<file path="src/rtl/data_memory_arbiter.sv">
// Round-robin arbiter giving two requesters shared access to one big-endian 16-bit data memory.
// Build macro DMARB_ALIGN_CHECK_EN additionally rejects odd word addresses.
module data_memory_arbiter #(
   parameter int ADDR_W    = 16,
   parameter int DATA_W    = 16,
   parameter int MEM_BYTES = 128
) (
   input  logic              clk_i,
   input  logic              rst_ni,
   input  logic              req0_i,
   input  logic              we0_i,
   input  logic [ADDR_W-1:0] addr0_i,
   input  logic [DATA_W-1:0] wdata0_i,
   input  logic              req1_i,
   input  logic              we1_i,
   input  logic [ADDR_W-1:0] addr1_i,
   input  logic [DATA_W-1:0] wdata1_i,
   output logic              ack0_o,
   output logic              err0_o,
   output logic [DATA_W-1:0] rdata0_o,
   output logic              ack1_o,
   output logic              err1_o,
   output logic [DATA_W-1:0] rdata1_o,
   output logic [ADDR_W-1:0] mem_addr_o,
   output logic [DATA_W-1:0] mem_wdata_o,
   output logic              mem_write_o,
   output logic              mem_read_o,
   input  logic [DATA_W-1:0] mem_rdata_i
);

   localparam logic [ADDR_W-1:0] LAST_ADDR = ADDR_W'(MEM_BYTES - 2);

   typedef enum logic [1:0] {
      S_IDLE,
      S_ISSUE,
      S_DONE
   } state_e;

   logic [1:0]        req_w;
   logic [1:0]        we_w;
   logic [ADDR_W-1:0] addr_w  [2];
   logic [DATA_W-1:0] wdata_w [2];

   state_e            state_q;
   logic              last_q;
   logic              port_q;
   logic              we_q;
   logic              err_q;
   logic [1:0]        ack_q;
   logic [1:0]        perr_q;
   logic [ADDR_W-1:0] mem_addr_q;
   logic [DATA_W-1:0] mem_wdata_q;
   logic              mem_write_q;
   logic              mem_read_q;
   logic [DATA_W-1:0] rdata_q [2];

   logic              gnt_d;
   logic              reject_d;
   logic [1:0]        rdata_fwd;
   logic [DATA_W-1:0] rdata_w [2];

   assign req_w      = {req1_i, req0_i};
   assign we_w       = {we1_i, we0_i};
   assign addr_w[0]  = addr0_i;
   assign addr_w[1]  = addr1_i;
   assign wdata_w[0] = wdata0_i;
   assign wdata_w[1] = wdata1_i;

   // A lone requester always wins; on a tie the port not served last wins.
   always_comb begin
      if (req_w == 2'b11) begin
         gnt_d = ~last_q;
      end else begin
         gnt_d = req_w[1];
      end
      reject_d = (addr_w[gnt_d] > LAST_ADDR);
`ifdef DMARB_ALIGN_CHECK_EN
      if (addr_w[gnt_d][0]) begin
         reject_d = 1'b1;
      end
`endif
   end

   always_ff @(posedge clk_i or negedge rst_ni) begin
      if (!rst_ni) begin
         state_q     <= S_IDLE;
         last_q      <= 1'b1;
         port_q      <= 1'b0;
         we_q        <= 1'b0;
         err_q       <= 1'b0;
         ack_q       <= '0;
         perr_q      <= '0;
         mem_addr_q  <= '0;
         mem_wdata_q <= '0;
         mem_write_q <= 1'b0;
         mem_read_q  <= 1'b0;
         rdata_q[0]  <= '0;
         rdata_q[1]  <= '0;
      end else begin
         // Pulses and the memory-side drive only live for the single cycle they are set up for.
         ack_q       <= '0;
         perr_q      <= '0;
         mem_addr_q  <= '0;
         mem_wdata_q <= '0;
         mem_write_q <= 1'b0;
         mem_read_q  <= 1'b0;
         unique case (state_q)
            S_IDLE: begin
               if (|req_w) begin
                  port_q <= gnt_d;
                  we_q   <= we_w[gnt_d];
                  err_q  <= reject_d;
                  if (reject_d) begin
                     ack_q[gnt_d]  <= 1'b1;
                     perr_q[gnt_d] <= 1'b1;
                     state_q       <= S_DONE;
                  end else begin
                     mem_addr_q  <= addr_w[gnt_d];
                     mem_wdata_q <= wdata_w[gnt_d];
                     mem_write_q <= we_w[gnt_d];
                     mem_read_q  <= ~we_w[gnt_d];
                     state_q     <= S_ISSUE;
                  end
               end
            end
            S_ISSUE: begin
               ack_q[port_q] <= 1'b1;
               state_q       <= S_DONE;
            end
            S_DONE: begin
               if (!we_q && !err_q) begin
                  rdata_q[port_q] <= mem_rdata_i;
               end
               last_q  <= port_q;
               state_q <= S_IDLE;
            end
            default: begin
               state_q <= S_IDLE;
            end
         endcase
      end
   end

   // Memory data only arrives in the Ack cycle, so it is forwarded then and captured for holding.
   for (genvar gi = 0; gi < 2; gi++) begin : g_port
      assign rdata_fwd[gi] = ack_q[gi] && !we_q && !err_q;
      assign rdata_w[gi]   = rdata_fwd[gi] ? mem_rdata_i : rdata_q[gi];
   end

   assign ack0_o      = ack_q[0];
   assign ack1_o      = ack_q[1];
   assign err0_o      = perr_q[0];
   assign err1_o      = perr_q[1];
   assign rdata0_o    = rdata_w[0];
   assign rdata1_o    = rdata_w[1];
   assign mem_addr_o  = mem_addr_q;
   assign mem_wdata_o = mem_wdata_q;
   assign mem_write_o = mem_write_q;
   assign mem_read_o  = mem_read_q;

endmodule

</file>
<file path="config.mk">
export PLATFORM = sky130hd
export DESIGN_NAME = data_memory_arbiter
export DESIGN_NICKNAME = d
export VERILOG_FILES = /design/src/rtl/data_memory_arbiter.sv
export SDC_FILE = /design/constraint.sdc
export NUM_CORES = 1
export LEC_CHECK = 0
export BUFFER_PORTS_ARGS = -buffer_cell sky130_fd_sc_hd__clkbuf_2
export CELL_PAD_IN_SITES_DETAIL_PLACEMENT = 0
export CELL_PAD_IN_SITES_GLOBAL_PLACEMENT = 1
export CORE_MARGIN = 3
export CORE_UTILIZATION = 36
export DETAILED_ROUTE_END_ITERATION = 10
export GPL_ROUTABILITY_DRIVEN = 0
export GPL_TIMING_DRIVEN = 0
export PLACE_DENSITY_LB_ADDON = 0.25
export SETUP_SLACK_MARGIN = 0.15
export SLEW_MARGIN = 30
export SYNTH_ARGS = -nofsm -noshare
export SYNTH_HDL_FRONTEND = slang
export SYNTH_SLANG_ARGS = --single-unit
export TNS_END_PERCENT = 20
</file>
<file path="constraint.sdc">
create_clock -name clk_i -period 2.05 [get_ports clk_i]
set_input_delay 0.41 -clock clk_i [delete_from_list [all_inputs] [get_ports clk_i]]
set_output_delay 0.41 -clock clk_i [all_outputs]
set_load 0.02 [all_outputs]
</file>
# --- After elaboration in Yosys (flattened, before gate mapping) ---
# Index checks and enable logic that the tools add are counted.
word_totals:
  register_bits: 76
  latchBits: 0
  ram_bits: 0
  rom_bits: 0
  input_bits: 86
  output_inout_bits: 70
  word_cells: 80
  memories: 0
classes:
  n_addsub: 0
  mul: 0
  div_mod_pow: 0
  magnitude_cmp: 8
  n_eq_ne: 4
  shift: 0
  mux: 37
  bitwise: 4
  n_reduce_logical: 14
op_table:
  columns: ["op", "count"]
  rows:
  - ["$mux 16", 15]
  - ["$bwmux 32", 1]
  - ["$demux 16 s1", 1]
  - ["$gt 16x7->1 const B", 1]
  - ["$mux 1", 11]
  - ["$mux 2", 5]
  - ["$logic_and 1x1->1", 8]
  - ["$pmux 2 s2", 2]
  - ["$eq 2x2->1 const B", 2]
  - ["$ge 2x2->1 const B", 2]
  - ["$lt 1x2->1 const B", 2]
  - ["$not 1->2", 2]
  - ["$reduce_and 2->1", 2]
  - ["$demux 1 s1", 2]
  - ["$eq 2x1->1 const B", 1]
  - ["$ge 1x1->1 const B", 2]
  - ["$logic_not 1->1", 2]
  - ["$logic_not 2->1", 1]
  - ["$lt 2x1->1 const B", 1]
  - ["$ne 2x2->1 const B", 1]
  - ["$not 1->1", 2]
  - ["$reduce_or 2->1", 1]

# --- Logic depth before layout (Yosys ltp) ---
# Gate-level depths: netlist of run 1.
logic_depth:
  ltp_word: 10
  ltp_mapped: 5
  ltp_nobuf: 4

# --- Worst setup path after synthesis of run 1 ---
# Ideal clock, no wire load.
synth_path:
  kind: "register to output"
  startpoint: "register we_q"
  endpoint: "output port rdata0_o[14]"
  arrival_time_ns: 1.473
  required_ns: 1.640
  path_slack_ns: 0.167
  path_stages_with_launch: 5
  path_buffers: 2
  cell_sequence: "dfrtp_1 -> buf_2 -> nor3b_4 -> buf_4 -> mux2_1"
synth_between:
  elab_chain_len: 4
synth_lines:
  columns: ["item", "line", "text"]
  rows:
  - ["from (decl)", "47", "logic we_q;"]
  - ["from (signal assigned)", "111", "we_q <= we_w[gnt_d];"]
  - ["$logic_not 1->1", "146", "assign rdata_fwd[gi] = ack_q[gi] && !we_q && !err_q;"]
  - ["$logic_and 1x1->1 (2 in series)", "146", null]
  - ["$mux 16", "147", "assign rdata_w[gi] = rdata_fwd[gi] ? mem_rdata_i : rdata_q[gi];"]
  - ["to (decl)", "20", "output logic [DATA_W-1:0] rdata0_o,"]
# No other way between the ends.

# --- Final worst setup path of run 1 ---
layout_path:
  startpoint: "register we_q"
  endpoint: "output port rdata1_o[7]"
layout_between:
  elab_chain_len: 4
layout_lines:
  columns: ["item", "line", "text"]
  rows:
  - ["$logic_not 1->1", "146", null]
  - ["$logic_and 1x1->1 (2 in series)", "146", null]
  - ["$mux 16", "147", null]
  - ["to (decl)", "23", "output logic [DATA_W-1:0] rdata1_o,"]
# No other way between the ends.

==> qor.csv, run 1 <==
metric,value,unit
post-route setup slack,-183,ps
Die Height,103,um
"setup slack, reg-to-reg",150,ps
net count reported at finish,510,
Final Cycle Share,109,%
slowest CP cell,dfrtp_1,
Critical Path Max Stage Delay,380,ps
post-route antenna net violation count,0,
num rows,34,
Register Area,0.00190,mm^2
crit-path most repeated cell,buf_6,
later-pin clock latency in the skew report,340,ps
initial core utilization,37.9,%
placed insts,516,
htree depth,3,
CTS max path bufs,2,
DP Wirelength,6.08,mm
first-pass GRT wire length,12.7,mm
crit-path max FO,5,
die area,0.0106,mm^2
Die Wd,103,um
Total Negative Setup Slacks,-4380,ps
Cells after Synth,245,
hold_buf cts,0,
reg2reg end,rdata_q[23]$_DFFE_PN0P_,
filler cell count,819,
Static Leakage,2.42,nW
Avg Inst Size Synth,13.8,um^2
Worst-path clk slew,80,ps
RSZ-0062 raised after global routing,true,
initial antenna violation count,0,
fin crit period,2230,ps
Max VDD drop,244,uV
Total Routed Length,8.16,mm
Vias,2558,
multi-input logic area,0.00151,mm^2
clock buffer count from CTS,9,
area delta synth->final,42.3,%
max-slew violations,0,
"Seq/Total Area, Yosys",56.2,%
CTS root buffer,clkbuf_8,
Via density,4.76,
IO Port Bufs,155,
total grt overflow,0,
Fin Clk Skew,7.41,ps
Total GRT Usage,15.7,%
top cell type's share of synthesized area,55.4,%
hold crit path type,primary input to asynchronous set/reset pin,
drt first pass iters,3,
Fin. Hold Viols,0,
io pins,156,
slew of the pin with the lowest slew margin,596,ps
Final Power,3.55,mW
yosys warns,0,
Fmax,0.448,GHz
FF-to-FF path depth,5,
"flops & latches, synth",76,
failing checks,setup timing,
Worst EP required,1640,ps
status,"finished, violations left",
top post-synthesis cells by area,"dfrtp_1, mux2_2, mux2i_1",
CTS sink cnt,76,
cell area after layout,0.00482,mm^2
fraction of layout cells with a size suffix above 1,59.2,%
nature of the critical path endpoint,output port,
largest net degree at the start of global routing,77,
Post-Syn Area,0.00339,mm^2
Placed Area,0.00434,mm^2
CTS tree,built,
post-layout util,54.0,%
# DRC,0,
final setup fails,32,
CP cell instances,buf_6 -> nor3b_4 -> buf_6 -> mux2_2 -> buf_6,
Worst slew margin,60.3,%
Max-Cap Viols,0,
Crit. Startpoint,we_q$_DFFE_PN0P_,
Critical Path AT,1820,ps
critical path class,flop to output port,
"area leader, netlist",dfrtp_1,
core area,0.00893,mm^2
number of global-route vias before repair,2667,
pwr/cell area,736,mW/mm^2
Finished Layout Cells,537,
DR iter-0 viols,25,
Routed WL per cell,15.2,um
Ant. Diodes,0,
R2R Path Start,we_q$_DFFE_PN0P_,
post-synth cell types,36,
Startpoint Class,flop,
==> Yosys cell counts <==
cell type	n
dfrtp_1	75
mux2_2	56
nor3_1	26
mux2i_1	24
mux2_1	10
nor2_1	8
buf_2	6
buf_4	3
buf_6	3
nand4_1	3
clkbuf_1	2
nand3_1	2
nor3b_4	2
nor4_1	2
o21ai_0	2
a21boi_2	1
a21o_1	1
a21oi_1	1
a22o_1	1
a32o_1	1
and3_1	1
conb_1	1
dfstp_2	1
inv_1	1
nand2_1	1
nand2_2	1
nand2b_1	1
nand2b_2	1
nand4b_1	1
nor2b_1	1
nor3_2	1
nor3b_1	1
nor4_4	1
o21bai_1	1
o22a_1	1
or4_1	1
==> metrics by stage <==
stage               hold WS (ps)  worst slack, ps
floorplan                    114              167
global placement             466             -140
detailed placement           475             -123
CTS                         90.0             -202
global route                 120             -252
finish                      84.4             -183
==> worst max path at each step <==
stage,cells after the start,endpoint
6_report,5,rdata1_o[7]
5_1_grt,5,rdata1_o[0]
4_1_cts,5,rdata1_o[3]
3_5_place_dp,5,rdata0_o[6]
3_3_place_gp,1,mem_wdata_o[2]$_DFF_PN0_
2_1_floorplan,4,rdata0_o[14]
==> power by group <==
part	internal [mW]	switching [mW]	total (mW)
Clock	0.442	0.550	0.992
Combinational	0.451	0.413	0.863
Sequential	1.62	0.0683	1.69
==> metal layers <==
metal  vias to the layer above  track usage (%)  routed length (um)
li1                       1239                -                   -
met1                      1202             17.6                3210
met2                       108             27.1                4080
met3                         9             5.62                 790
met4                         0             5.98                  82
met5                         -                0                   0
==> logic make-up after synthesis <==
kind of cell    share of synthesized area (%)
buf+inv                                  2.88
flops                                    56.2
simple gates                             9.79
other cells                             0.111
mux                                      29.0
compound gates                           2.03
==> placed cells by master, fill, tap and decap left out, types with 2 or more instances in the layout <==
| cell | instances |
|---|---|
| dfrtp_1 | 74 |
| nor4_1 | 2 |
| clkbuf_2 | 129 |
| nor3_1 | 26 |
| o21ai_0 | 2 |
| mux2_2 | 32 |
| clkinvlp_4 | 2 |
| buf_2 | 12 |
| clkbuf_1 | 2 |
| buf_8 | 11 |
| buf_4 | 4 |
| nor2_1 | 8 |
| mux2_4 | 25 |
| nand4_1 | 3 |
| nor3b_4 | 2 |
| nand3_1 | 2 |
| mux2i_1 | 24 |
| conb_1 | 9 |
| buf_6 | 15 |
| clkinv_4 | 2 |
| clkinv_2 | 2 |
| clkbuf_8 | 10 |
| mux2_1 | 9 |
==> flip-flops by register name (all words and copies together) (netlist names) <==
signal       cells
state_q          2
err_q            1
last_q           1
mem_write_o      1
we_q             1
port_q           1
rdata_q         32
perr_q           2
ack_q            2
mem_read_o       1
mem_addr_o      16
mem_wdata_o     16
==> critical path, delay by kind of cell, from the launching register on <==
family	cells	cell delay (ps)
DFF	1	380
muxes	1	340
buffers and inverters	3	440
and+or+nand+nor	1	320
==> cell type report <==
cell class                      instances  area share, %
Buffer                                 14           2.23
Clock inverter                          7           1.06
Sequential cell                        76           39.5
Multi-Input combinational cell        162           31.4
Inverter                                1         0.0779
Clock buffer                            9           2.57
Tap cell                              108           2.80
Timing Repair Buffer                  160           20.4
==> timing repair <==
item / CTS / global route
pin swaps: 3 / 2
setup buffers: 4 / 0
gates resized for setup: 41 / 53
cloned: 1 / 0
setup endpoints to repair: 32 / 42
hold endpoints to repair: 0 / 0
Power figures use the tool's default switching activity.
==> run 2, diff against run 1 <==
- RECOVER_POWER: unset -> 100
- SLEW_MARGIN: 30 -> 20
==> qor.csv, run 2 (synthesized netlist as in run 1, its figures left out) <==
metric,value,unit
"commonest non-fill, non-tap cell in the layout",clkbuf_2,
Die Wd,103,um
Via density,4.74,
Final Cycle Share,106,%
Final Power,3.67,mW
filler cell count,837,
later-pin clock latency in the skew report,330,ps
Startpoint Class,flop,
failing checks,"capacitance limit, slew limit, setup timing",
WHS Path Cells,2,
Fin Clk Skew,8.91,ps
initial antenna violation count,0,
Int Pwr,2.64,mW
Sw Pwr,1.03,mW
number of global-route vias before repair,2683,
Vias,2557,
pwr/cell area,761,mW/mm^2
slew of the pin with the lowest slew margin,1560,ps
net count reported at finish,513,
drt first pass iters,4,
Sequential Power Share,46.0,%
reg2reg end,rdata_q[24]$_DFFE_PN0P_,
DR iter-0 viols,38,
Worst slew margin,-3.69,%
fin crit period,2170,ps
post-route setup slack,-116,ps
Logic pwr share,23.6,%
core area,0.00893,mm^2
num rows,34,
Fmax,0.462,GHz
CTS max path bufs,2,
"setup slack, reg-to-reg",90,ps
Total GRT Usage,16.0,%
Max VDD drop,281,uV
Worst-path clk slew,80,ps
clock buffer count from CTS,9,
htree depth,3,
Max-Cap Viols,1,
io pins,156,
hold path startpoint,mem_rdata_i[11],
flip-flop count of the largest register after layout,32,
Critical Path AT,1760,ps
FF-to-FF path depth,5,
crit-path max FO,10,
Fin. Hold Viols,0,
largest net degree at the start of global routing,51,
total grt overflow,0,
CTS sink cnt,76,
initial core utilization,37.9,%
post-route antenna net violation count,0,
die area,0.0106,mm^2
R2R Path Start,we_q$_DFFE_PN0P_,
power share of the clock group,30.3,%
most frequent cells in the layout,"clkbuf_2, dfrtp_1, clkbuf_1",
CTS tree,built,
hold_buf cts,0,
Routed WL per cell,15.4,um
CTS root buffer,clkbuf_8,
Ant. Diodes,0,
Crit. Startpoint,we_q$_DFFE_PN0P_,
Die Height,103,um
Total Routed Length,8.32,mm
first-pass GRT wire length,13.0,mm
Top reg by flops,rdata_q,
area delta synth->final,42.4,%
RSZ-0062 raised after global routing,true,
IO Port Bufs,155,
# DRC,0,
critical path class,flop to output port,
DP Wirelength,6.25,mm
hold crit path type,primary input to flop,
Placed Area,0.00436,mm^2
final setup fails,32,
fraction of layout cells with a size suffix above 1,48.6,%
Worst EP required,1640,ps
max-slew violations,27,
status,"finished, violations left",
cell area after layout,0.00482,mm^2
nature of the critical path endpoint,output port,
critical path endpoint,rdata0_o[9],
post-layout util,54.0,%
Sw Share,28.0,%
Static Leakage,2.31,nW
run 2: cell types whose count changed in the layout (fill, tap and decap cells not counted), sizes merged:
| cell | before | now |
|---|---|---|
| clkinv | 4 | 2 |
| bufinv | 0 | 1 |
| clkbuf | 141 | 150 |
| inv | 2 | 1 |
| buf | 42 | 38 |
run 2: metrics by stage:
stage / instances / TNS, ps / hold WS (ps) / setup WS (ps)
6_report: 540 / -3150 / 333 / -116
5_1_grt: 540 / -5770 / 332 / -190
4_1_cts: 540 / -4240 / 11.9 / -141
3_5_place_dp: 517 / -1970 / 392 / -120
3_3_place_gp: 516 / -12300 / 466 / -140
2_1_floorplan: 253 / 0 / 114 / 167
run 2: worst min-delay path by stage:
stage	endpoint	slack, ps
2_1_floorplan	ack_q[0]$_DFF_PN0_	110
3_3_place_gp	rdata_q[21]$_DFFE_PN0P_	470
3_5_place_dp	rdata_q[27]$_DFFE_PN0P_	390
4_1_cts	rdata_q[27]$_DFFE_PN0P_	10
5_1_grt	rdata_q[11]$_DFFE_PN0P_	330
6_report	rdata_q[11]$_DFFE_PN0P_	330
run 2: critical path: stages (launching register included):
cell	delay, ps
dfrtp_1	380
buf_6	130
nor3b_4	200
buf_6	200
mux2_2	360
clkbuf_2	160
run 2: layer usage:
layer / share of wire (%) / up-vias / global-route usage [%]
met2: 50 / 110 / 27.2
li1: - / 1241 / -
met5: 0 / - / 0
met3: 8.8 / 9 / 5.01
met1: 40 / 1197 / 18.9
met4: 1.2 / 0 / 6.27
run 2: timing repair:
item,CTS,global route
buffers inserted,6,0
endpoints found under the setup margin,32,42
cloned,1,0
gates resized for setup,59,39
pin swaps,3,1
run 2: area by class of cell:
type	count	area (um^2)	area share [%]
Buffer	14	88.8	1.84
Clock buffer	11	131	2.72
Clock inverter	5	62.6	1.30
Inverter	1	3.75	0.0778
Multi-Input combinational cell	162	1510	31.3
Sequential cell	76	1900	39.5
Tap cell	108	135	2.80
Timing Repair Buffer	163	991	20.5
run 2: power groups by stage:
stage	Sequential, mW	Clock (mW)	Combinational [mW]
after floorplan	1.73	0	0.446
after global placement	1.71	0	0.735
after detailed placement	1.72	0	0.752
after CTS	1.69	1.15	0.845
after global routing	1.71	1.23	0.939
final	1.69	1.11	0.868
